[config.mk]
export PLATFORM = sky130hd
export DESIGN_NAME = fp_normalize_left
export DESIGN_NICKNAME = d
export VERILOG_FILES = /design/src/rtl/fp_normalize_left.sv
export SDC_FILE = /design/constraint.sdc
export NUM_CORES = 1
export LEC_CHECK = 0
export CORE_MARGIN = 1
export CORE_UTILIZATION = 44
export CTS_CLUSTER_DIAMETER = 30
export DETAILED_ROUTE_END_ITERATION = 16
export PLACE_DENSITY = 0.78
export REMOVE_ABC_BUFFERS = 1
export SLEW_MARGIN = 30
export SYNTH_ARGS = -nofsm -noshare
export SYNTH_HDL_FRONTEND = slang
export SYNTH_SLANG_ARGS = --single-unit
[constraint.sdc]
create_clock -name clk -period 1.75 [get_ports clk]
set_input_delay 0.35 -clock clk [delete_from_list [all_inputs] [get_ports clk]]
set_output_delay 0.35 -clock clk [all_outputs]
set_load 0.02 [all_outputs]
[src/rtl/fp_normalize_left.sv]
// rtl/fp_normalize_left.sv - sequential post-add left normalizer with carry, zero, overflow and underflow handling
module fp_normalize_left #(
  parameter int MW = 24,
  parameter int EW = 8
) (
  input  logic          clk,
  input  logic          rst,
  input  logic          in_valid,
  output logic          in_ready,
  input  logic          in_carry,
  input  logic [MW-1:0] in_mant,
  input  logic [EW-1:0] in_exp,
  output logic          out_valid,
  input  logic          out_ready,
  output logic [MW-1:0] out_mant,
  output logic [EW-1:0] out_exp,
  output logic [7:0]    out_shamt,
  output logic          out_zero,
  output logic          out_ovf
);

  typedef enum logic [1:0] {
    IDLE  = 2'd0,
    SHIFT = 2'd1,
    DONE  = 2'd2
  } state_t;

  localparam logic [EW-1:0] EXP_MAX = {EW{1'b1}};
  localparam logic [EW-1:0] EXP_ONE = EW'(1);

  state_t        state;
  state_t        state_next;
  logic [EW-1:0] exp_inc;
  logic          in_special;

  // Exponent after a carry right-shift; in_exp==all-ones is filtered out first, so this never wraps.
  assign exp_inc = in_exp + EXP_ONE;

  // Operands that finish without any SHIFT cycle: inf/NaN, carry, zero, already normalized or exp<=1.
  assign in_special = (in_exp == EXP_MAX) || in_carry || (in_mant == '0) ||
                      in_mant[MW-1] || (in_exp == '0) || (in_exp == EXP_ONE);

  // State register; reset aborts any operation in flight.
  always_ff @(posedge clk or posedge rst) begin
    if (rst) begin
      state <= IDLE;
    end else begin
      state <= state_next;
    end
  end

  // Next-state decode.
  always_comb begin
    state_next = state;
    case (state)
      IDLE: begin
        if (in_valid) begin
          state_next = in_special ? DONE : SHIFT;
        end
      end
      SHIFT: begin
        // Stop on underflow to subnormal, or when this shift moves a one into the hidden bit.
        if ((out_exp == EXP_ONE) || out_mant[MW-2]) begin
          state_next = DONE;
        end
      end
      DONE: begin
        if (out_ready) begin
          state_next = IDLE;
        end
      end
      default: state_next = IDLE;
    endcase
  end

  // Handshake outputs decoded from registered state only.
  always_comb begin
    in_ready  = (state == IDLE);
    out_valid = (state == DONE);
  end

  // Datapath: capture and classify in IDLE, shift one bit per SHIFT cycle, hold in DONE.
  always_ff @(posedge clk or posedge rst) begin
    if (rst) begin
      out_mant  <= '0;
      out_exp   <= '0;
      out_shamt <= '0;
      out_zero  <= 1'b0;
      out_ovf   <= 1'b0;
    end else begin
      case (state)
        IDLE: begin
          if (in_valid) begin
            out_shamt <= '0;
            out_zero  <= 1'b0;
            out_ovf   <= 1'b0;
            out_mant  <= in_mant;
            out_exp   <= in_exp;
            if (in_exp == EXP_MAX) begin
              // inf/NaN passes through untouched
            end else if (in_carry) begin
              if (exp_inc == EXP_MAX) begin
                out_mant <= '0;
                out_exp  <= EXP_MAX;
                out_ovf  <= 1'b1;
              end else begin
                out_mant <= {1'b1, in_mant[MW-1:1]};
                out_exp  <= exp_inc;
              end
            end else if (in_mant == '0) begin
              out_exp  <= '0;
              out_zero <= 1'b1;
            end else if (in_mant[MW-1] || (in_exp == '0)) begin
              // already normalized, or already subnormal
            end else if (in_exp == EXP_ONE) begin
              out_exp <= '0;
            end
          end
        end
        SHIFT: begin
          if (out_exp == EXP_ONE) begin
            out_exp <= '0;
          end else begin
            out_mant  <= {out_mant[MW-2:0], 1'b0};
            out_exp   <= out_exp - EXP_ONE;
            out_shamt <= out_shamt + 8'd1;
          end
        end
        default: begin
        end
      endcase
    end
  end

endmodule

; ---- Word level (Yosys, flattened, before mapping)
; Index checks and enable logic that the tools add are counted.
[word_totals]
register_bits = 44
inputBits = 37
output_inout_bits = 44
wordCells = 63
[classes]
addsub = 3
n_eq_ne = 10
mux = 29
n_reduce_logical = 15
[ops]
columns = cell, count
row1 = 2-to-1 mux 24 bit, 5
row2 = 2-to-1 mux 8 bit, 10
row3 = one-hot mux 24 bit (2 select lines), 1
row4 = one-hot mux 8 bit (2 select lines), 2
row5 = zero test 24 bit, 1
row6 = adder 8 x 1 -> 8 bit (second input constant), 2
row7 = == test 8 x 1 -> 1 bit (second input constant), 2
row8 = == test 8 bit (second input constant), 2
row9 = zero test 8 bit, 1
row10 = 2-to-1 mux 2 bit, 4
row11 = subtractor 8 x 1 -> 8 bit (second input constant), 1
row12 = logical OR 1 bit, 7
row13 = 2-to-1 mux 1 bit, 6
row14 = != test 2 bit (second input constant), 3
row15 = one-hot mux 2 bit (3 select lines), 1
row16 = AND reduction 3 bit, 2
row17 = AND reduction 2 bit, 2
row18 = == test 2 x 1 -> 1 bit (second input constant), 1
row19 = == test 2 bit (second input constant), 1
row20 = zero test 2 bit, 1
row21 = != test 2 x 1 -> 1 bit (second input constant), 1
row22 = nonzero test 2 bit, 1

; ---- Logic depth before layout (Yosys ltp)
; Gate-level depths: netlist (run 1).
[logic_depth]
depth_word = 9
ltp_mapped = 9
depth_no_buf = 7

; ---- Worst setup path before layout (run 1)
; No wires, ideal clock.
[synth_path]
path_type = input port to flip-flop
startpoint = input in_exp[0]
endpoint = register out_exp[0]
setup_ns = 0.067
t_arrival_ns = 1.885
required_ns = 1.683
setup_slack_ns = -0.202
cell_stages = 7
n_path_buf = 1
path_cell_list = ha_1 nand3_2 or3_1 a211o_1 buf_6 a2111oi_4 a311o_1
[synth_via]
elab_chain_len = 8
[synth_rtl]
columns = element, line
row1 = start: declaration, 12  ; input logic [EW-1:0] in_exp,
row2 = "parallel branches: the longest is 5 deep, another holds adder 8 x 1 -> 8 bit", -
row3 = 2-to-1 mux 8 bit (*), 99  ; if (in_exp == EXP_MAX) begin
row4 = 2-to-1 mux 8 bit (*), 93  ; if (in_valid) begin
row5 = one-hot mux 8 bit (2 select lines) (*), 91  ; case (state)
row6 = end signal: assignment, 98  ; out_exp <= in_exp;
row7 = end signal: assignment, 108  ; out_exp <= exp_inc;
row8 = end signal: assignment, 125  ; out_exp <= out_exp - EXP_ONE;
row9 = end: declaration, 16  ; output logic [EW-1:0] out_exp,
; Mark *: on every way between the ends. The select of a mux whose other input is x is not followed.
; A chain may end at the register's enable or synchronous reset.

; ---- Worst setup path in the final report (run 1)
[layout_path]
startpoint = input in_mant[2]
endpoint = register out_exp[4]
[layout_via]
elab_chain_len = 6
[layout_rtl]
columns = element, line
row1 = start: declaration, 11  ; input logic [MW-1:0] in_mant,
row2 = zero test 24 bit, 110  ; end else if (in_mant == '0) begin
row3 = 2-to-1 mux 8 bit, 110
row4 = 2-to-1 mux 8 bit, 101  ; end else if (in_carry) begin
row5 = 2-to-1 mux 8 bit, 99
row6 = 2-to-1 mux 8 bit, 93
row7 = one-hot mux 8 bit (2 select lines), 91
; No other way between the ends. The select of a mux whose other input is x is not followed.

==> run summary, run 1 <==
Overall Global Routing Usage = 30.0%
Final HPWL DP = 6.85 mm
Synthesized flop and latch total = 44
CTS tree = yes
Worst slew pin tran = 0.319 ns
Crit end category = flop
Worst-Skew Late Latency = 0.30 ns
First-pass DRT Iterations = 5
Max-Cap Viols = 0
DRC Markers = 0
Peak VDD IR = 0.787 mV
Gate power share = 58.2%
Commonest cells post-synth = nor3_1, dfrtp_1, nand3_1
Routability-driven placement congestion ratio = 0.939
# H-tree levels = 2
Post-Route WL = 10.5 mm
Internal power = 3.33 mW
ANT cells = 0
Core footprint = 0.00631 sq mm
TritonCTS buffer count = 5
Cts hold-fix bufs = 0
Final hold slack = 0.389 ns
Pleak = 2.10 nW
Fin crit period = 1.79 ns
Avg WL per Cell = 18.4 um
CTS max path bufs = 2
Global route overflow = 0
IO Port Bufs = 80
Slew Limit Fails = 0
Synth cell types = 47
Failing checks = setup timing
Most used DFF post-synth = dfrtp_1
Final worst slack = -0.0430 ns
Worst endpoint required time = 1.92 ns
Switch share = 44.3%
Die Wd = 82.6 um
Sequential Power Share = 30.7%
Row count = 29
Final period util = 102%
Slew headroom = 78.7%
Via count = 3582
Top post-synthesis cells by area = dfrtp_1, nor3_1, a211oi_1
First-pass GRT wire length = 15.6 mm
Clock group share of total power = 11.1%
Post-Syn Instances = 351
Crit start category = input port
Sequential cell area = 0.00110 sq mm
Clk sinks = 44
Layout Nets = 538
Top cell type's share of synthesized area = 38.5%
Die Height = 82.6 um
Sequential share of the synthesized area = 38.5%
Psw = 2.64 mW
Async SR Flop Fraction = 100%
Vias per inst = 6.26
Pin count of the biggest net entering global routing = 45
Setup total negative slack = -0.0999 ns
Die footprint = 0.00683 sq mm
Footprint of the multi-input gates = 0.00187 sq mm
Final Hold Fails = 0
Clock slew at reported path FFs = 0.09 ns
Initial antenna violation count = 0
Initial Utilization = 45.3%
Layout cells sized above 1 = 28.1%
Final setup violation count = 4
Io pins = 81
Worst hold path type = input port to flop
Syn_area_per_cell = 8.15 sq um
Clock root buffer master = clkbuf_8
Crit Path Max Fanout = 3
Ys Warns = 0
CP Class = input port to flop
DRT iter0 DRCs = 284
Clk_skew = 0.00766 ns
Area of the mapped netlist = 0.00286 sq mm
Tot Pwr = 5.96 mW
RSZ-0062 raised after global routing = yes
Number of synthesized flops with an enable pin = 0
Area grow syn2layout = 65.5%
Status = finished with violations
Cell Pwr Density = 1260 mW/mm^2
Area leader, netlist = dfrtp_1
Most frequent cell after synthesis = nor3_1
Filler instances = 453
Number of global-route vias before repair = 3254
Antenna-violating nets left = 0
Maximum clock frequency = 0.558 GHz
Worst path arrival time = 1.96 ns
==> repair_timing <==
action | in CTS | in global routing
resized for setup | 54 | 64
buffers inserted | 3 | 1
pin swaps | 18 | 19
cloned | 2 | 1
setup endpoints to repair | 39 | 49
==> power groups by stage <==
stage	clock network [mW]	registers, mW	logic [mW]
2_1_floorplan	0	2.21	1.10
3_3_place_gp	0	1.77	3.18
3_5_place_dp	0	1.79	3.25
4_1_cts	0.659	1.78	3.29
5_1_grt	0.703	1.86	3.73
6_report	0.662	1.83	3.47
==> path summary, 6_finish.rpt <==
kind                                 start  cells after the start            to  slack [ns]
worst max-delay path            in_mant[2]                      6    out_exp[4]       -0.04
worst min-delay path             in_exp[5]                      3    out_exp[5]        0.39
worst max register to register  out_exp[1]                      8    out_exp[7]        0.06
worst min register to register     out_ovf                      2       out_ovf        0.51
max in group asynchronous              rst                      3      state[0]        1.12
min in group asynchronous              rst                      3  out_mant[12]        0.40
==> cell families after synthesis <==
| family | Yosys count | share of synthesized area, % |
|---|---|---|
| AND/OR/NAND/NOR | 156 | 27.6 |
| buffers and inverters | 36 | 5.12 |
| AO/OA/AOI/OAI | 95 | 21.8 |
| XOR/XNOR | 13 | 3.98 |
| adder cells (fa/ha/maj) | 7 | 3.06 |
| flip-flops | 44 | 38.5 |
==> per-stage QoR <==
step / setup slack [ns] / cells / cell area [sq um] / util (%)
after floorplan: -1.85 / 321 / 2740 / -
after global placement: -0.658 / 558 / 4310 / 68.2
after detailed placement: -0.690 / 558 / 4310 / 68.2
after CTS: 0.000541 / 570 / 4560 / 72.2
after global routing: -0.0942 / 572 / 4730 / 75.0
final: -0.0430 / 572 / 4730 / 75.0
==> state kept, by name (all words and copies together) (netlist names) <==
name       flops
state          2
out_ovf        1
out_mant      24
out_exp        8
out_zero       1
out_shamt      8
==> per-layer routing <==
metal,up-vias,global-route usage (%),part of all wire (%)
met1,1683,39.3,38
met4,0,9.14,3.2
li1,1592,-,-
met2,254,50.8,49
met3,53,4.18,9.6
met5,-,0,0
==> cell usage in the layout, fill, tap and decap left out, types with 2 or more instances in the layout <==
master	netlist	layout
a211oi_1	23	18
dfrtp_2	0	2
ha_1	7	6
xor2_1	10	10
clkdlybuf4s15_1	0	3
o21ai_0	18	11
a21oi_1	28	26
nor4_4	0	2
dlygate4sd2_1	0	18
dlymetal6s2s_1	0	18
a21oi_2	0	2
nor3_2	0	3
a22oi_1	3	3
o21ai_1	1	6
nor4_2	0	4
nor4_1	8	2
clkbuf_2	0	3
nor3_1	53	50
and3_1	3	3
buf_12	0	4
nand2_1	20	19
a31oi_1	4	2
o22ai_1	2	2
xnor2_1	3	3
clkbuf_8	0	5
nand3_1	31	30
buf_4	0	75
inv_1	6	5
clkdlybuf4s50_1	0	37
a31oi_4	0	2
clkinv_2	0	2
buf_6	1	5
nor2b_1	5	4
nor2_1	19	18
a211oi_2	0	5
o211ai_1	4	4
nand3_2	1	2
nand4_1	5	5
dfrtp_1	44	42
==> worst max-delay path, cell delays in order <==
cell           delay [ns]
dlygate4sd2_1        0.27
nor4_1               0.33
nand4_1              0.22
or2_4                0.32
o31ai_4              0.34
o21ai_1              0.13
==> cell type report <==
type                    count  share of cell area (%)
well taps                  77                    2.03
multi-input cells         271                    39.5
repair buffers            166                    32.8
clock inverters             3                   0.396
inverters                   6                   0.476
flip-flops and latches     44                    23.3
clock buffers               5                    1.45
No activity file was read; power rests on OpenSTA's default activity.
==> inputs of run 2 (changes only) <==
--- a/config.mk
+++ b/config.mk
@@ -15,3 +15,4 @@
 export SYNTH_ARGS = -nofsm -noshare
 export SYNTH_HDL_FRONTEND = slang
 export SYNTH_SLANG_ARGS = --single-unit
+export TNS_END_PERCENT = 5
==> run 2 against run 1 <==
- the run now ends clean
- critical path depth is 5 lower
- sequential power about the same
- maximum frequency grew 4.0%
- worst hold slack improved by 0.0022 ns
- via count is 0.75% lower
- critical endpoint is now out_mant[0]
- largest cell class unchanged
- largest power group unchanged
==> run summary, run 2 (synthesis results as in run 1) <==
R2r endpoint = out_mant[3]
First-pass GRT wire length = 14.9 mm
Slew Limit Fails = 0
WP buf/inv = 1
Vias per inst = 6.20
Crit path capture = out_mant[0]
TritonCTS buffer count = 5
Layout cells sized above 1 = 26.6%
ANT cells = 0
GR Layer Usage met1 = 38.3%
Worst-Skew Late Latency = 0.30 ns
Final period util = 98.5%
Area grow syn2layout = 63.1%
GRT met2 Usage = 46.9%
Fin crit period = 1.72 ns
Routability-driven placement congestion ratio = 0.939
Cell Count, Final, Fillers Out = 573
Crit end category = output pin
Clock root buffer master = clkbuf_8
Reg2Reg Depth = 5
Final Hold Fails = 0
Most Crowded Layer GR = met2
Clk_skew = 0.00663 ns
Crit. Startpoint = out_mant[0]
Sequential cell area = 0.00110 sq mm
Overall Global Routing Usage = 28.6%
Clock slew at reported path FFs = 0.09 ns
Row count = 29
Placed Area = 0.00431 sq mm
Antenna-violating nets left = 0
IO Port Bufs = 80
DRC Markers = 0
CTS max path bufs = 2
Slew headroom = 77.2%
Peak VDD IR = 0.772 mV
Die Wd = 82.6 um
Most common cell after layout, fill and taps aside = buf_4
First-pass DRT Iterations = 6
Pin count of the biggest net entering global routing = 45
# H-tree levels = 2
Worst endpoint required time = 1.40 ns
Flop-to-flop setup slack = 0.05 ns
Max-Cap Viols = 0
Die footprint = 0.00683 sq mm
Clk sinks = 44
Number of flip-flops in the largest register = 24
Cell Pwr Density = 1260 mW/mm^2
GR Util met3 = 4.84%
Footprint of the multi-input gates = 0.00181 sq mm
Status = completed
Initial Utilization = 45.3%
Crit start category = flop
Layout Nets = 539
Via count = 3555
Maximum clock frequency = 0.580 GHz
Global route overflow = 0
Final HPWL DP = 6.85 mm
Post-Route WL = 10.5 mm
Filler instances = 472
Top flop regs = out_mant: 24 flops, out_exp: 8 flops, out_shamt: 8 flops
Initial antenna violation count = 0
Family with the most delay on the worst path = buffers and inverters
Die Height = 82.6 um
Tot Pwr = 5.90 mW
Crit Path Max Fanout = 3
Pleak = 2.13 nW
Dpl cells = 558
Register bank with the most flops = out_mant
Number of global-route vias before repair = 3188
Worst slew pin tran = 0.339 ns
Avg WL per Cell = 18.3 um
Slowest CP cell = clkdlybuf4s50_1
Worst path arrival time = 1.37 ns
RSZ-0062 raised after global routing = yes
Crit path cell chain = clkdlybuf4s50_1
Setup total negative slack = 0 ns
Final hold slack = 0.391 ns
Most frequent cells in the layout = buf_4, nor3_1, dfrtp_1, clkdlybuf4s50_1, nand3_1
CP Class = flop to output pin
R2r startpoint = state[0]
Levels on crit path = 1
Final setup violation count = 0
Core footprint = 0.00631 sq mm
DRT iter0 DRCs = 298
Worst hold path type = input port to flop
Critical Path Max Stage Delay = 0.63 ns
CTS tree = yes
Final instance area = 0.00467 sq mm
Io pins = 81
-- run 2: cell types whose count changed in the layout (fill, tap and decap cells not counted), sizes merged --
cell / change
clkdlybuf4s15: -1
clkdlybuf4s50: -1
buf: +1
dlymetal6s2s: +4
bufbuf: -1
clkbuf: +3
dlygate4sd2: -4
-- run 2: how the worst min path moves through the flow --
| stage | startpoint | to | slack (ns) | cells past startpoint |
|---|---|---|---|---|
| floorplan | in_carry | out_zero | 0.45 | 1 |
| finish | in_exp[5] | out_exp[5] | 0.39 | 3 |
| global route | in_exp[5] | out_exp[5] | 0.42 | 3 |
| CTS | rst | out_mant[17] | 0.41 | 3 |
| global placement | out_ovf | out_ovf | 0.47 | 2 |
| detailed placement | out_ovf | out_ovf | 0.48 | 2 |
-- run 2: timing repair --
action,in CTS,in global routing
cloned,1,3
hold buffers,0,0
endpoints found under the setup margin,39,51
pin swaps,10,17
setup buffers,0,3
resized for setup,37,63
-- run 2: cell type report --
class | instances | share of cell area, %
clock buffer | 5 | 1.47
tap | 77 | 2.06
clock inverter | 3 | 0.402
timing repair buffer | 167 | 33.2
inverter | 6 | 0.483
sequential | 44 | 23.6
multi-input combinational | 271 | 38.8
-- run 2: metal layers --
layer	part of all wire [%]	wire length (um)
met1	41	4270
met2	48	5050
met3	8.5	888
met4	2.7	281
met5	0	0
-- run 2: stage by stage --
| stage | setup slack [ns] | util (%) |
|---|---|---|
| global route | -0.0266 | 73.9 |
| detailed placement | -0.690 | 68.2 |
| finish | 0.0264 | 73.9 |
| floorplan | -1.85 | - |
| CTS | -0.127 | 70.5 |
| global placement | -0.658 | 68.2 |
-- run 2: worst register-to-register path, stage by stage, from the launching register on --
cell	delay [ns]
dfrtp_1	0.47
buf_4	0.19
nor3b_4	0.29
buf_2	0.36
nor3_1	0.10
a211oi_1	0.21
-- run 2: where the power goes --
part | internal (mW) | switching (mW)
Clock | 0.279 | 0.379
Combinational | 1.61 | 1.83
Sequential | 1.41 | 0.397
Total | 3.30 | 2.60
